`src/rtl/fft_pkg.sv`:
```
// Shared 8-point FFT definitions: frame geometry, loader FSM states and address bit reversal.
package fft_pkg;

  localparam int unsigned FFT_N_PTS  = 8;
  localparam int unsigned FFT_ADDR_W = 3;

  typedef enum logic {
    LOAD = 1'b0,
    FULL = 1'b1
  } loader_state_e;

  function automatic logic [FFT_ADDR_W-1:0] bitrev3(input logic [FFT_ADDR_W-1:0] i);
    return {i[0], i[1], i[2]};
  endfunction

endpackage

```
`src/rtl/fft_input_loader_8pt.sv`:
```
// Streams complex samples into the 8-sample FFT buffer at bit-reversed addresses and hands full frames to the engine.
// Optional in_last framing checks are enabled with FFT_LOADER_LAST_CHECK_EN.
module fft_input_loader_8pt
  import fft_pkg::*;
#(
  parameter int unsigned DATA_W = 32,
  parameter int unsigned N_PTS  = FFT_N_PTS,
  parameter int unsigned ADDR_W = FFT_ADDR_W
) (
  input  logic              clk,
  input  logic              rst_n,
  input  logic              in_valid,
  output logic              in_ready,
  input  logic [DATA_W-1:0] in_real,
  input  logic [DATA_W-1:0] in_imag,
  input  logic              in_last,
  output logic              wr_en,
  output logic [ADDR_W-1:0] wr_addr,
  output logic [DATA_W-1:0] wr_real,
  output logic [DATA_W-1:0] wr_imag,
  output logic              frame_valid,
  input  logic              frame_ack,
  output logic [7:0]        frame_cnt,
  output logic              frame_err
);

  localparam logic [ADDR_W-1:0] LAST_IDX = ADDR_W'(N_PTS - 1);

  loader_state_e     state, state_d;
  logic [ADDR_W-1:0] idx, idx_d;
  logic              commit_q, commit_d;
  logic              in_ready_d;
  logic              wr_en_d;
  logic [ADDR_W-1:0] wr_addr_d;
  logic [DATA_W-1:0] wr_real_d, wr_imag_d;
  logic              frame_valid_d;
  logic [7:0]        frame_cnt_d;
  logic              xfer_c;

`ifdef FFT_LOADER_LAST_CHECK_EN
  logic miss_q, miss_d;
  logic frame_err_d;
`else
  logic unused_in_last;
  assign unused_in_last = in_last;
  assign frame_err      = 1'b0;
`endif

  assign xfer_c = in_valid && in_ready;

  // Next-state and next-output logic
  always_comb begin
    state_d       = state;
    idx_d         = idx;
    commit_d      = 1'b0;
    in_ready_d    = in_ready;
    wr_en_d       = 1'b0;
    wr_addr_d     = wr_addr;
    wr_real_d     = wr_real;
    wr_imag_d     = wr_imag;
    frame_valid_d = frame_valid;
    frame_cnt_d   = frame_cnt;
`ifdef FFT_LOADER_LAST_CHECK_EN
    miss_d        = 1'b0;
    frame_err_d   = 1'b0;
`endif

    unique case (state)
      LOAD: begin
        in_ready_d = 1'b1;
        if (xfer_c) begin
          wr_en_d   = 1'b1;
          wr_addr_d = bitrev3(idx);
          wr_real_d = in_real;
          wr_imag_d = in_imag;
          if (idx == LAST_IDX) begin
            idx_d      = '0;
            state_d    = FULL;
            in_ready_d = 1'b0;
            commit_d   = 1'b1;
`ifdef FFT_LOADER_LAST_CHECK_EN
            miss_d     = !in_last;
`endif
          end else begin
            idx_d = idx + ADDR_W'(1);
`ifdef FFT_LOADER_LAST_CHECK_EN
            // Early in_last: keep the sample but restart the frame
            if (in_last) begin
              idx_d       = '0;
              frame_err_d = 1'b1;
            end
`endif
          end
        end
      end

      FULL: begin
        in_ready_d = 1'b0;
        // Commit one edge after the last write so the buffer is settled
        if (commit_q) begin
          frame_valid_d = 1'b1;
          frame_cnt_d   = frame_cnt + 8'd1;
`ifdef FFT_LOADER_LAST_CHECK_EN
          frame_err_d   = miss_q;
`endif
        end else if (frame_valid && frame_ack) begin
          frame_valid_d = 1'b0;
          in_ready_d    = 1'b1;
          state_d       = LOAD;
        end
      end

      default: state_d = LOAD;
    endcase
  end

  // State and output registers
  always_ff @(posedge clk or negedge rst_n) begin
    if (!rst_n) begin
      state       <= LOAD;
      idx         <= '0;
      commit_q    <= 1'b0;
      in_ready    <= 1'b0;
      wr_en       <= 1'b0;
      wr_addr     <= '0;
      wr_real     <= '0;
      wr_imag     <= '0;
      frame_valid <= 1'b0;
      frame_cnt   <= '0;
    end else begin
      state       <= state_d;
      idx         <= idx_d;
      commit_q    <= commit_d;
      in_ready    <= in_ready_d;
      wr_en       <= wr_en_d;
      wr_addr     <= wr_addr_d;
      wr_real     <= wr_real_d;
      wr_imag     <= wr_imag_d;
      frame_valid <= frame_valid_d;
      frame_cnt   <= frame_cnt_d;
    end
  end

`ifdef FFT_LOADER_LAST_CHECK_EN
  always_ff @(posedge clk or negedge rst_n) begin
    if (!rst_n) begin
      miss_q    <= 1'b0;
      frame_err <= 1'b0;
    end else begin
      miss_q    <= miss_d;
      frame_err <= frame_err_d;
    end
  end
`endif

endmodule
```
`config.mk`:
```
export PLATFORM = sky130hd
export DESIGN_NAME = fft_input_loader_8pt
export DESIGN_NICKNAME = d
export VERILOG_FILES = /design/src/rtl/fft_pkg.sv /design/src/rtl/fft_input_loader_8pt.sv
export SDC_FILE = /design/constraint.sdc
export NUM_CORES = 1
export LEC_CHECK = 0
export CAP_MARGIN = 20
export CORE_MARGIN = 3
export CORE_UTILIZATION = 35
export CTS_CLUSTER_SIZE = 16
export DETAILED_ROUTE_END_ITERATION = 10
export PLACE_DENSITY = 0.65
export SLEW_MARGIN = 5
export SYNTH_ARGS = -nofsm -noshare
export SYNTH_HDL_FRONTEND = slang
export SYNTH_SLANG_ARGS = --single-unit
export TNS_END_PERCENT = 1
```
`constraint.sdc`:
```
create_clock -name clk -period 2.6 [get_ports clk]
set_input_delay 0.52 -clock clk [delete_from_list [all_inputs] [get_ports clk]]
set_output_delay 0.52 -clock clk [all_outputs]
set_load 0.01 [all_outputs]
```
==> impl_metrics.json <==
{
  "die_width_um": 106,
  "period_minus_slack_ps": 1860,
  "avgRoutedWirePerCell_um": 14.7,
  "syn_to_final_growth_pct": 51.6,
  "cap_violations": 0,
  "r2r_start": "state",
  "fin_hold_ws_ps": 164,
  "path_max_fanout": 5,
  "crit_buf_inv": 1,
  "use_met3_pct": 4.10,
  "async_reset_ff_share_pct": 100,
  "cp_top_family": "buffers and inverters",
  "crit_required_ps": 2080,
  "crit_chain": "clkdlybuf4s50_1",
  "grt.busiest_layer": "met2",
  "routed_wl_um": 7130,
  "grtUsageMet1_pct": 17.6,
  "p_clk_share_pct": 17.6,
  "post_cts_buffers": 0,
  "p_per_area_nw_per_um2": 1180,
  "ioPinCount": 148,
  "netlist_area_um2": 3470,
  "grt_pass1_vias": 2294,
  "hold_buffers": 0,
  "start_util_pct": 36.7,
  "htree_levels": 3,
  "rsz0062_at_grt": "no",
  "grt_overflow": 0,
  "use_met2_pct": 21.3,
  "drv_slew": 0,
  "yosysMostFrequentCell": "dfrtp_1",
  "drcViolationCount": 0,
  "clk_latency_ps": 340,
  "slew_headroom_pct": 60.8,
  "status": "complete, no violations",
  "p_leak_nw": 2.42,
  "synth_seq_cells": 83,
  "vdd_drop_max_uv": 628,
  "critPathKind": "reg -> out",
  "place.gp.congestion": 0.697,
  "synth_fp_nets": 273,
  "synth_enable_flop_cells": 0,
  "place_area_um2": 5020,
  "path_clk_slew_ps": 90,
  "worst_pin_slew_ps": 588,
  "core-area_um2": 9460,
  "final_area_um2": 5260,
  "p_sw_mw": 1.75,
  "dr.first_iter.drc_count": 67,
  "p_sw_share_pct": 28.1,
  "drive_gt1_share_pct": 26.3,
  "fmaxAchievable_mhz": 539,
  "netlist_top_cells_area": "dfrtp_1, mux2_4, mux2_2",
  "fin_skew_ps": 4.64,
  "cts_tree": "yes",
  "pwr-share-comb_pct": 46.6,
  "seq_area_frac_synth_pct": 59.8,
  "ys_warn_count": 0,
  "worst_slack_ps": 743,
  "grt_usage_pct": 13.5,
  "worst-path-stages": 1,
  "power_frac_seq_pct": 35.8,
  "die_area_um2": 11200,
  "viasPerCell": 4.32,
  "worst-r2r-cell-count": 3,
  "cts.sinks": 83,
  "slowest_delay_ps": 560,
  "die_h_um": 106,
  "fp-row-count": 35,
  "nets": 425,
  "crit_path_start": "frame_cnt[3]",
  "yosysTopAreaCell": "dfrtp_1",
  "synth_ff_type": "dfrtp_1",
  "numCtsBuffers": 9,
  "io_buffer_count": 145,
  "grt_first_pass_wirelength_um": 11900,
  "endpoint_kind": "output port",
  "clockBufferDepth": 2,
  "synth_top_area_share_pct": 59.8,
  "hold_path.class": "in -> async",
  "internal_power_mw": 4.47,
  "synth_cell_types": 23,
  "startpoint_type": "flip-flop",
  "dr.pass1.iters": 4,
  "fin_crit_sh_pct": 71.4,
  "grt_antenna_before_repair": 0,
  "final_antenna_net_count": 0,
  "hpwl_um": 5140,
  "final_core_util_pct": 55.6,
  "hold_violations": 0,
  "synth.avg_cell_area_um2": 17.4,
  "n_antenna_cell": 0,
  "cts-root-buf": "clkbuf_8",
  "synthCells": 200,
  "synth_commonest_cells": "dfrtp_1, mux2_4, mux2_2",
  "place_ws_ps": 553,
  "fin_tns_setup_ps": 0,
  "finalSetupViolations": 0,
  "via_count": 2101,
  "crit_slowest_cell": "clkdlybuf4s50_1",
  "crit_arrival_ps": 1340,
  "grt_max_degree": 47,
  "postCtsResizedCells": 0
}
==> routing by layer <==
metal / up-vias / part of all wire (%)
li1: 987 / -
met1: 1021 / 44
met2: 87 / 48
met3: 6 / 6.4
met4: 0 / 1.0
met5: - / 0
==> flip-flops by register name, indices dropped and copies added, names as in the netlist <==
register / count
commit_q: 1
frame_cnt: 8
frame_valid: 1
idx: 3
in_ready: 1
state: 1
wr_addr: 3
wr_en: 1
wr_imag: 32
wr_real: 32
==> power by group through the flow <==
stage | Combinational (mW) | Clock (mW) | Sequential (mW)
after floorplan | 1.30 | 0 | 2.49
after global placement | 2.90 | 0 | 2.23
after detailed placement | 2.93 | 0 | 2.24
after CTS | 2.94 | 1.13 | 2.23
after global routing | 3.07 | 1.20 | 2.31
final | 2.89 | 1.10 | 2.22
==> placed cells by master (no fill, tap or decap), types with 3 or more instances in the layout <==
master,count
clkdlybuf4s50_1,144
dfrtp_1,83
mux2_4,55
mux2_2,14
nand2_1,9
clkbuf_8,9
xor2_1,5
ha_1,4
buf_12,4
nor2_1,3
nor3_1,3
bufinv_16,3
==> cell families (layout without fill, tap and decap cells) <==
| family | count (synthesis) | in the layout | synth area share (%) |
|---|---|---|---|
| AO/OA/AOI/OAI | 5 | 5 | 0.973 |
| XOR/XNOR | 7 | 7 | 1.77 |
| adder cells (fa/ha/maj) | 4 | 4 | 1.44 |
| buffers and inverters | 11 | 168 | 4.43 |
| flip-flops | 83 | 83 | 59.8 |
| multiplexers | 69 | 69 | 28.3 |
| other | 1 | 1 | 0.108 |
| AND/OR/NAND/NOR | 20 | 20 | 3.14 |
==> worst paths after layout <==
kind,slack (ps),endpoint
worst max-delay path,740,frame_cnt[3]
worst min-delay path,160,wr_imag[7]
worst max register to register,1100,wr_imag[16]
worst min register to register,480,frame_cnt[7]
max in group asynchronous,1800,wr_imag[24]
min in group clk,480,frame_cnt[7]
==> metrics by stage <==
step | std cells | power [mW]
CTS | 486 | 6.31
floorplan | 200 | 3.79
global route | 486 | 6.58
global placement | 470 | 5.13
detailed placement | 470 | 5.17
finish | 486 | 6.21
==> area by class of cell <==
cell class	count	area, µm²
flip-flops and latches	83	2080
multi-input cells	106	1240
inverters	2	7.51
clock inverters	7	116
clock buffers	9	124
fillers	815	4200
repair buffers	150	1540
well taps	129	161
Note: power is estimated with default switching activity, not from simulation.
